<file path="src/rtl/cpu_types_pkg.sv">
// cpu_types_pkg: shared datapath types, including the instruction cache geometry and frame layout
package cpu_types_pkg;

    typedef logic [31:0] word_t;

    localparam int ICACHE_SETS  = 8;
    localparam int ICACHE_WORDS = 2;

    typedef struct packed {
        logic [25:0] tag;
        logic [2:0]  idx;
        logic        blkoff;
        logic [1:0]  bytoff;
    } icachef_t;

    typedef struct {
        logic        valid;
        logic [25:0] tag;
        word_t       data [ICACHE_WORDS];
    } icache_frame_t;

    typedef enum logic [1:0] {
        IDLE,
        FILL0,
        FILL1
    } icache_state_t;

endpackage

</file>
<file path="src/rtl/icache.sv">
// icache: direct-mapped read-only instruction cache, 8 sets of two-word blocks, same-cycle hits
module icache
    import cpu_types_pkg::*;
(
    input  logic        CLK,
    input  logic        nRST,
    input  logic        imemREN,
    input  logic [31:0] imemaddr,
    output logic        ihit,
    output logic [31:0] imemload,
    output logic        iREN,
    output logic [31:0] iaddr,
    input  logic        iwait,
    input  logic [31:0] iload
);

    icache_frame_t r_frames [ICACHE_SETS];
    icache_state_t r_state;
    icache_state_t w_next;
    logic [25:0]   r_miss_tag;
    logic [2:0]    r_miss_idx;
    icachef_t      w_addr;
    logic          w_hit;
    logic          w_unused;

    assign w_addr   = imemaddr;
    assign w_unused = &{1'b0, w_addr.bytoff};

    // Hit detection, next state and Moore memory request; fetch address only feeds the hit path
    always_comb begin
        w_hit    = 1'b0;
        w_next   = r_state;
        iREN     = 1'b0;
        iaddr    = '0;
        imemload = r_frames[w_addr.idx].data[w_addr.blkoff];
        case (r_state)
            FILL0: begin
                iREN  = 1'b1;
                iaddr = {r_miss_tag, r_miss_idx, 1'b0, 2'b00};
                if (!iwait) w_next = FILL1;
            end
            FILL1: begin
                iREN  = 1'b1;
                iaddr = {r_miss_tag, r_miss_idx, 1'b1, 2'b00};
                if (!iwait) w_next = IDLE;
            end
            default: begin
                w_hit = imemREN && r_frames[w_addr.idx].valid && r_frames[w_addr.idx].tag == w_addr.tag;
                if (imemREN && !w_hit) w_next = FILL0;
            end
        endcase
        ihit = w_hit;
    end

    // Frame array, fill FSM and miss latch; a started fill always runs to completion
    always_ff @(posedge CLK or negedge nRST) begin
        if (!nRST) begin
            r_state    <= IDLE;
            r_miss_tag <= '0;
            r_miss_idx <= '0;
            for (int i = 0; i < ICACHE_SETS; i++) begin
                r_frames[i].valid   <= 1'b0;
                r_frames[i].tag     <= '0;
                r_frames[i].data[0] <= '0;
                r_frames[i].data[1] <= '0;
            end
        end else begin
            r_state <= w_next;
            if (r_state == IDLE && imemREN && !w_hit) begin
                r_miss_tag <= w_addr.tag;
                r_miss_idx <= w_addr.idx;
            end
            if (r_state == FILL0 && !iwait) r_frames[r_miss_idx].data[0] <= iload;
            if (r_state == FILL1 && !iwait) begin
                r_frames[r_miss_idx].data[1] <= iload;
                r_frames[r_miss_idx].tag     <= r_miss_tag;
                r_frames[r_miss_idx].valid   <= 1'b1;
            end
        end
    end

endmodule

</file>
<file path="config.mk">
export PLATFORM = sky130hd
export DESIGN_NAME = icache
export DESIGN_NICKNAME = d
export VERILOG_FILES = /design/src/rtl/cpu_types_pkg.sv /design/src/rtl/icache.sv
export SDC_FILE = /design/constraint.sdc
export NUM_CORES = 1
export LEC_CHECK = 0
export ABC_AREA = 1
export CAP_MARGIN = 30
export CORE_ASPECT_RATIO = 0.75
export CORE_MARGIN = 2
export CORE_UTILIZATION = 40
export DETAILED_ROUTE_END_ITERATION = 8
export PLACE_DENSITY = 0.57
export SETUP_SLACK_MARGIN = 0.05
export SYNTH_ARGS = -nofsm -noshare
export SYNTH_HDL_FRONTEND = slang
export SYNTH_SLANG_ARGS = --single-unit
</file>
<file path="constraint.sdc">
create_clock -name CLK -period 7.1 [get_ports CLK]
set_input_delay 1.42 -clock CLK [delete_from_list [all_inputs] [get_ports CLK]]
set_output_delay 1.42 -clock CLK [all_outputs]
set_load 0.05 [all_outputs]
</file>
# Word level (Yosys, flattened, before mapping)
# Cells that the tools add are included.
[op_classes]
magnitude_cmp = 4
n_eq_ne = 5
muxes = 27
n_bitwise = 3
n_reduce_logical = 15
[op_table]
columns = ["cell", "n"]
rows = [
  ["$bwmux 728", 4],
  ["$mux 728", 2],
  ["$demux 91 s3", 4],
  ["$bmux 91 s3", 1],
  ["$mux 91", 3],
  ["$mux 32", 4],
  ["$mux 90", 1],
  ["$mux 64", 1],
  ["$pmux 32 s2", 1],
  ["$eq 26x26->1", 1],
  ["$ge 4x4->1 const B", 2],
  ["$logic_and 1x1->1", 8],
  ["$not 3->4", 2],
  ["$mux 2", 3],
  ["$lt 4x1->1 const B", 1],
  ["$ne 2x2->1 const B", 2],
  ["$pmux 2 s2", 1],
  ["$logic_not 1->1", 3],
  ["$reduce_and 3->1", 1],
  ["$reduce_bool 3->1", 1],
  ["$eq 2x1->1 const B", 1],
  ["$eq 2x2->1 const B", 1],
  ["$ge 2x2->1 const B", 1],
  ["$logic_not 2->1", 1],
  ["other kinds (3)", 4],
]
[word_totals]
register_bits = 759
in_bits = 68
word_cells = 89

# Depth between registers and ports, before layout
[logic_depth]
depth_word = 11
depth_mapped = 21

# Least setup slack after synthesis
# OpenSTA, ideal clock, no wires.
[synth_timing]
kind = "input-to-output"
startpoint = "input port imemaddr[3]"
endpoint = "output port imemload[29]"
t_arrival_ns = 3.906
required_time_ns = 5.680
slack_ns = 1.774
stages = 10
path_cell_list = "buf_4 -> buf_4 -> buf_2 -> buf_4 -> buf_2 -> clkbuf_1 -> o21ai_0 -> o21ai_0 -> o22ai_1 -> o21ai_0"
[synth_between]
elab_chain_cells = 7
[synth_rtl]
columns = ["item", "line", "rtl"]
rows = [
  ["start, declared", "icache.sv:8", "input logic [31:0] imemaddr,"],
  ["$not 3->4 (not written as such)", "icache.sv:35", "imemload = r_frames[w_addr.idx].data[w_addr.blkoff];"],
  ["$bmux 91 s3", "icache.sv:35", ""],
  ["$mux 91 (2 in a row)", "n/a", ""],
  ["$mux 32 (not written as such) (3 in a row)", "icache.sv:35", ""],
  ["end, declared", "icache.sv:10", "output logic [31:0] imemload,"],
]
# No other way between the ends. The select of a mux whose other input is x is not followed.

# Worst setup path after layout
[layout_timing]
startpoint = "input port imemaddr[4]"
endpoint = "output port imemload[28]"
# Same word-level chain as after synthesis.

==> summary.txt <==
OUTCOME
----------------------------------------------------------------------------------------
Run status                                                                  finished, final reports clean

GRT
----------------------------------------------------------------------------------------
Final global-route overflow total                                                      0
Grt met1 use                                                                       35.3%
Number of antenna violations at the first check in global routing                      6
Maximum number of pins on one net before global-route repair                         163
Overall track demand over capacity in global routing                               23.5%
Met3 usage                                                                         3.16%
Most used routing layer in global routing                                           met2
Global routing met2 resource utilization                                           35.7%
First-pass GRT wire length                                                     165000 um
Vias in the first global route                                                     27396

CRITICAL PATH
----------------------------------------------------------------------------------------
Crit Path Category                                                             in -> out
Required time at the endpoint of the critical path                               5.68 ns
Reg2reg setup slack                                                              3.96 ns
Worst r2r path cells                                                                  17
Data arrival, critical path                                                      4.49 ns
Critical path capture point type                                              output pin
Endpoint of the worst register-to-register path                             r_miss_tag[3]
Crit path launch type                                                         input port
Startpoint of the worst-slack reg-to-reg timing path                        r_frames[81]
Crit-path max FO                                                                     102

ROUTING
----------------------------------------------------------------------------------------
Initial drt markers                                                                 2812
DR DRC count                                                                           0
Total vias in the final route                                                      28988
Post-DR wirelength/cell                                                          19.0 um
Number of vias per cell                                                             5.24
Post-detailed-routing wire length                                              105000 um
Remaining antenna violation count after routing                                        0
First-pass iteration count of the detailed router                                      5

CTS
----------------------------------------------------------------------------------------
Clock-pin slew on the worst setup and hold paths                                 0.06 ns
CTS Sinks                                                                            759
Number of setup buffers added after CTS                                                0
Count of instances resized after the clock tree is built                               0
TritonCTS Buffers                                                                     82
Clk buf depth                                                                          3
Worst-Skew Late Latency                                                          0.64 ns
Maximum level of the CTS H-tree                                                        3
Cell at the root of the clock tree                                             clkbuf_16
Hold_buf cts                                                                           0
CTS tree                                                                            done

LOGIC SYNTHESIS
----------------------------------------------------------------------------------------
Yosys reg bits                                                                       759
Top cells by area, synth                                                    dfrtp_1 (54%), o21ai_0 (16%), nand2_1 (12%)
Proportion of netlist area held by the largest area contributor                    54.3%
Post-Synthesis Mean Instance Area                                             7.94 sq um
Sequential element share of the synthesized area                                   54.3%
Top cell type by total area after synthesis                                      dfrtp_1
Cell area after synthesis                                                    35000 sq um
Synth Warn #                                                                           0
Instance count of the mapped netlist                                                4406
Library cells used by synthesis                                                       25

PLACEMENT
----------------------------------------------------------------------------------------
Count of input and output buffers                                                    129
Placement-stage cell area                                                    37000 sq um
Placed wire-length estimate after detailed placement                            56300 um
Gp weighted congestion                                                             0.853

STA
----------------------------------------------------------------------------------------
Clock Skews                                                                    0.0189 ns
Highest attainable clock frequency                                               169 MHz
Hold Vio Cnt, Final                                                                    0
Final count of pins violating max slew                                                 0
Min Tclk post-route                                                              5.91 ns
Relative slew margins                                                              33.9%
Post-route setup TNS                                                                0 ns
Unrepaired setup endpoints after global routing                                       no
Portion of the clock cycle consumed by the worst path in the final layout          83.3%
Count of final setup violators                                                         0
Transition at the pin with the smallest max-transition slack                    0.990 ns

FLOORPLANNING
----------------------------------------------------------------------------------------
Initial core utilization                                                           40.6%
Number of rows created at floorplan                                                   93
Top-level I/O count                                                                  134
DIE HEIGHT                                                                        260 um
DIE WIDTH                                                                         346 um
Die outline area                                                             89900 sq um
Core Area                                                                    86200 sq um

WORST HOLD PATH
----------------------------------------------------------------------------------------
Terminating pin of the worst hold path                                      r_frames[454]
Worst min path class                                                          reg -> reg
Cell depth of the worst hold path                                                      2
Hold Crit Start                                                             r_frames[454]

LAYOUT
----------------------------------------------------------------------------------------
Layout overhead on the synthesized area                                            13.6%
Final cell area excluding filler cells                                       39800 sq um
Fraction of layout instances using a drive strength above 1                        4.62%
Final Net Count                                                                     4408

POWER AND IR DROP
----------------------------------------------------------------------------------------
Standby leakage power                                                            18.6 nW
Power per standard cell area                                                 391 nW/um^2
VDD IR max                                                                      0.203 mV

RUN
----------------------------------------------------------------------------------------
Number of violations of the max-capacitance limit                                      0

[cell families after synthesis]
family	synth area share (%)
buffers and inverters	7.93
flip-flops	54.3
AO/OA/AOI/OAI	19.3
AND/OR/NAND/NOR	18.4
other	0.0107
adder cells (fa/ha/maj)	0.179
[how the worst max path moves through the flow]
stage | from | to | slack [ns] | depth (start not counted)
6_report | imemaddr[4] | imemload[28] | 1.19 | 8
3_5_place_dp | imemaddr[4] | imemload[28] | 1.25 | 8
5_1_grt | imemaddr[4] | imemload[28] | 1.08 | 8
3_3_place_gp | imemaddr[4] | imemload[28] | 1.25 | 8
4_1_cts | imemaddr[4] | imemload[28] | 1.23 | 8
2_1_floorplan | imemaddr[3] | imemload[29] | 1.77 | 10
[cell usage after synthesis, drive strengths merged]
master  number
nand2     1146
o21ai     1091
dfrtp      759
inv        367
nor2       308
clkbuf     263
nand3      168
a21oi      114
buf         74
o221ai      53
o22ai       26
nand3b      11
o211ai      10
nor3         8
ha           5
clkinv       1
conb         1
nand4        1
[area by class of cell]
class	count	area [sq um]
fill	8551	46500
sequential	759	19000
multi-input combinational	2943	13300
clock buffer	119	2410
timing repair buffer	181	1910
tap	1140	1430
inverter	368	1390
clock inverter	21	285
antenna	4	10.0
[power by group]
| group | switching (mW) | internal (mW) |
|---|---|---|
| sequential | 0.873 | 6.20 |
| combinational | 2.70 | 1.45 |
| clock | 1.80 | 2.54 |
| total | 5.37 | 10.2 |
[critical path, cell delays in order]
cell and delay (ns):
clkbuf_8 0.37, inv_4 0.58, buf_12 0.38, o21ai_0 0.14, o21ai_0 0.20, o221ai_1 0.15
nand2_1 0.28, clkdlybuf4s50_1 0.86
[metal layers]
| metal | part of all wire, % | vias to the layer above |
|---|---|---|
| met3 | 5.0 | 120 |
| met1 | 49 | 13988 |
| met5 | 0.0086 | - |
| li1 | - | 14140 |
| met4 | 2.1 | 2 |
| met2 | 44 | 738 |
[through the flow]
stage	utilization [%]	worst slack [ns]	hold slack (ns)	power, mW	cells
after floorplan	-	1.77	0.423	9.91	4407
after global placement	42.9	1.25	0.433	11.1	5388
after detailed placement	43.0	1.25	0.439	11.3	5391
after CTS	46.1	1.23	0.453	15.7	5531
after global routing	46.1	1.08	0.471	16.7	5534
final	46.1	1.19	0.455	15.6	5535
[state kept, by name, indices dropped and copies added (netlist names)]
| signal | flops |
|---|---|
| r_state | 2 |
| r_frames | 728 |
| r_miss_idx | 3 |
| r_miss_tag | 26 |
[cell usage in the layout, fill, tap and decap left out, types with 6 or more instances in the layout]
cell,Yosys,routed
nand2_1,1146,1134
o21ai_0,1087,1087
dfrtp_1,759,759
inv_1,365,364
nor2_1,308,304
nand3_1,168,168
clkdlybuf4s50_1,0,123
a21oi_1,114,114
clkbuf_16,0,83
o221ai_1,53,53
buf_4,12,37
o22ai_1,26,26
clkbuf_8,0,21
clkbuf_1,263,16
buf_12,0,13
nand3b_1,11,11
clkinv_2,0,9
o211ai_1,8,8
nor3_1,8,8
nand2_4,0,6
nand2_2,0,6
(Power assumes the default switching activity.)
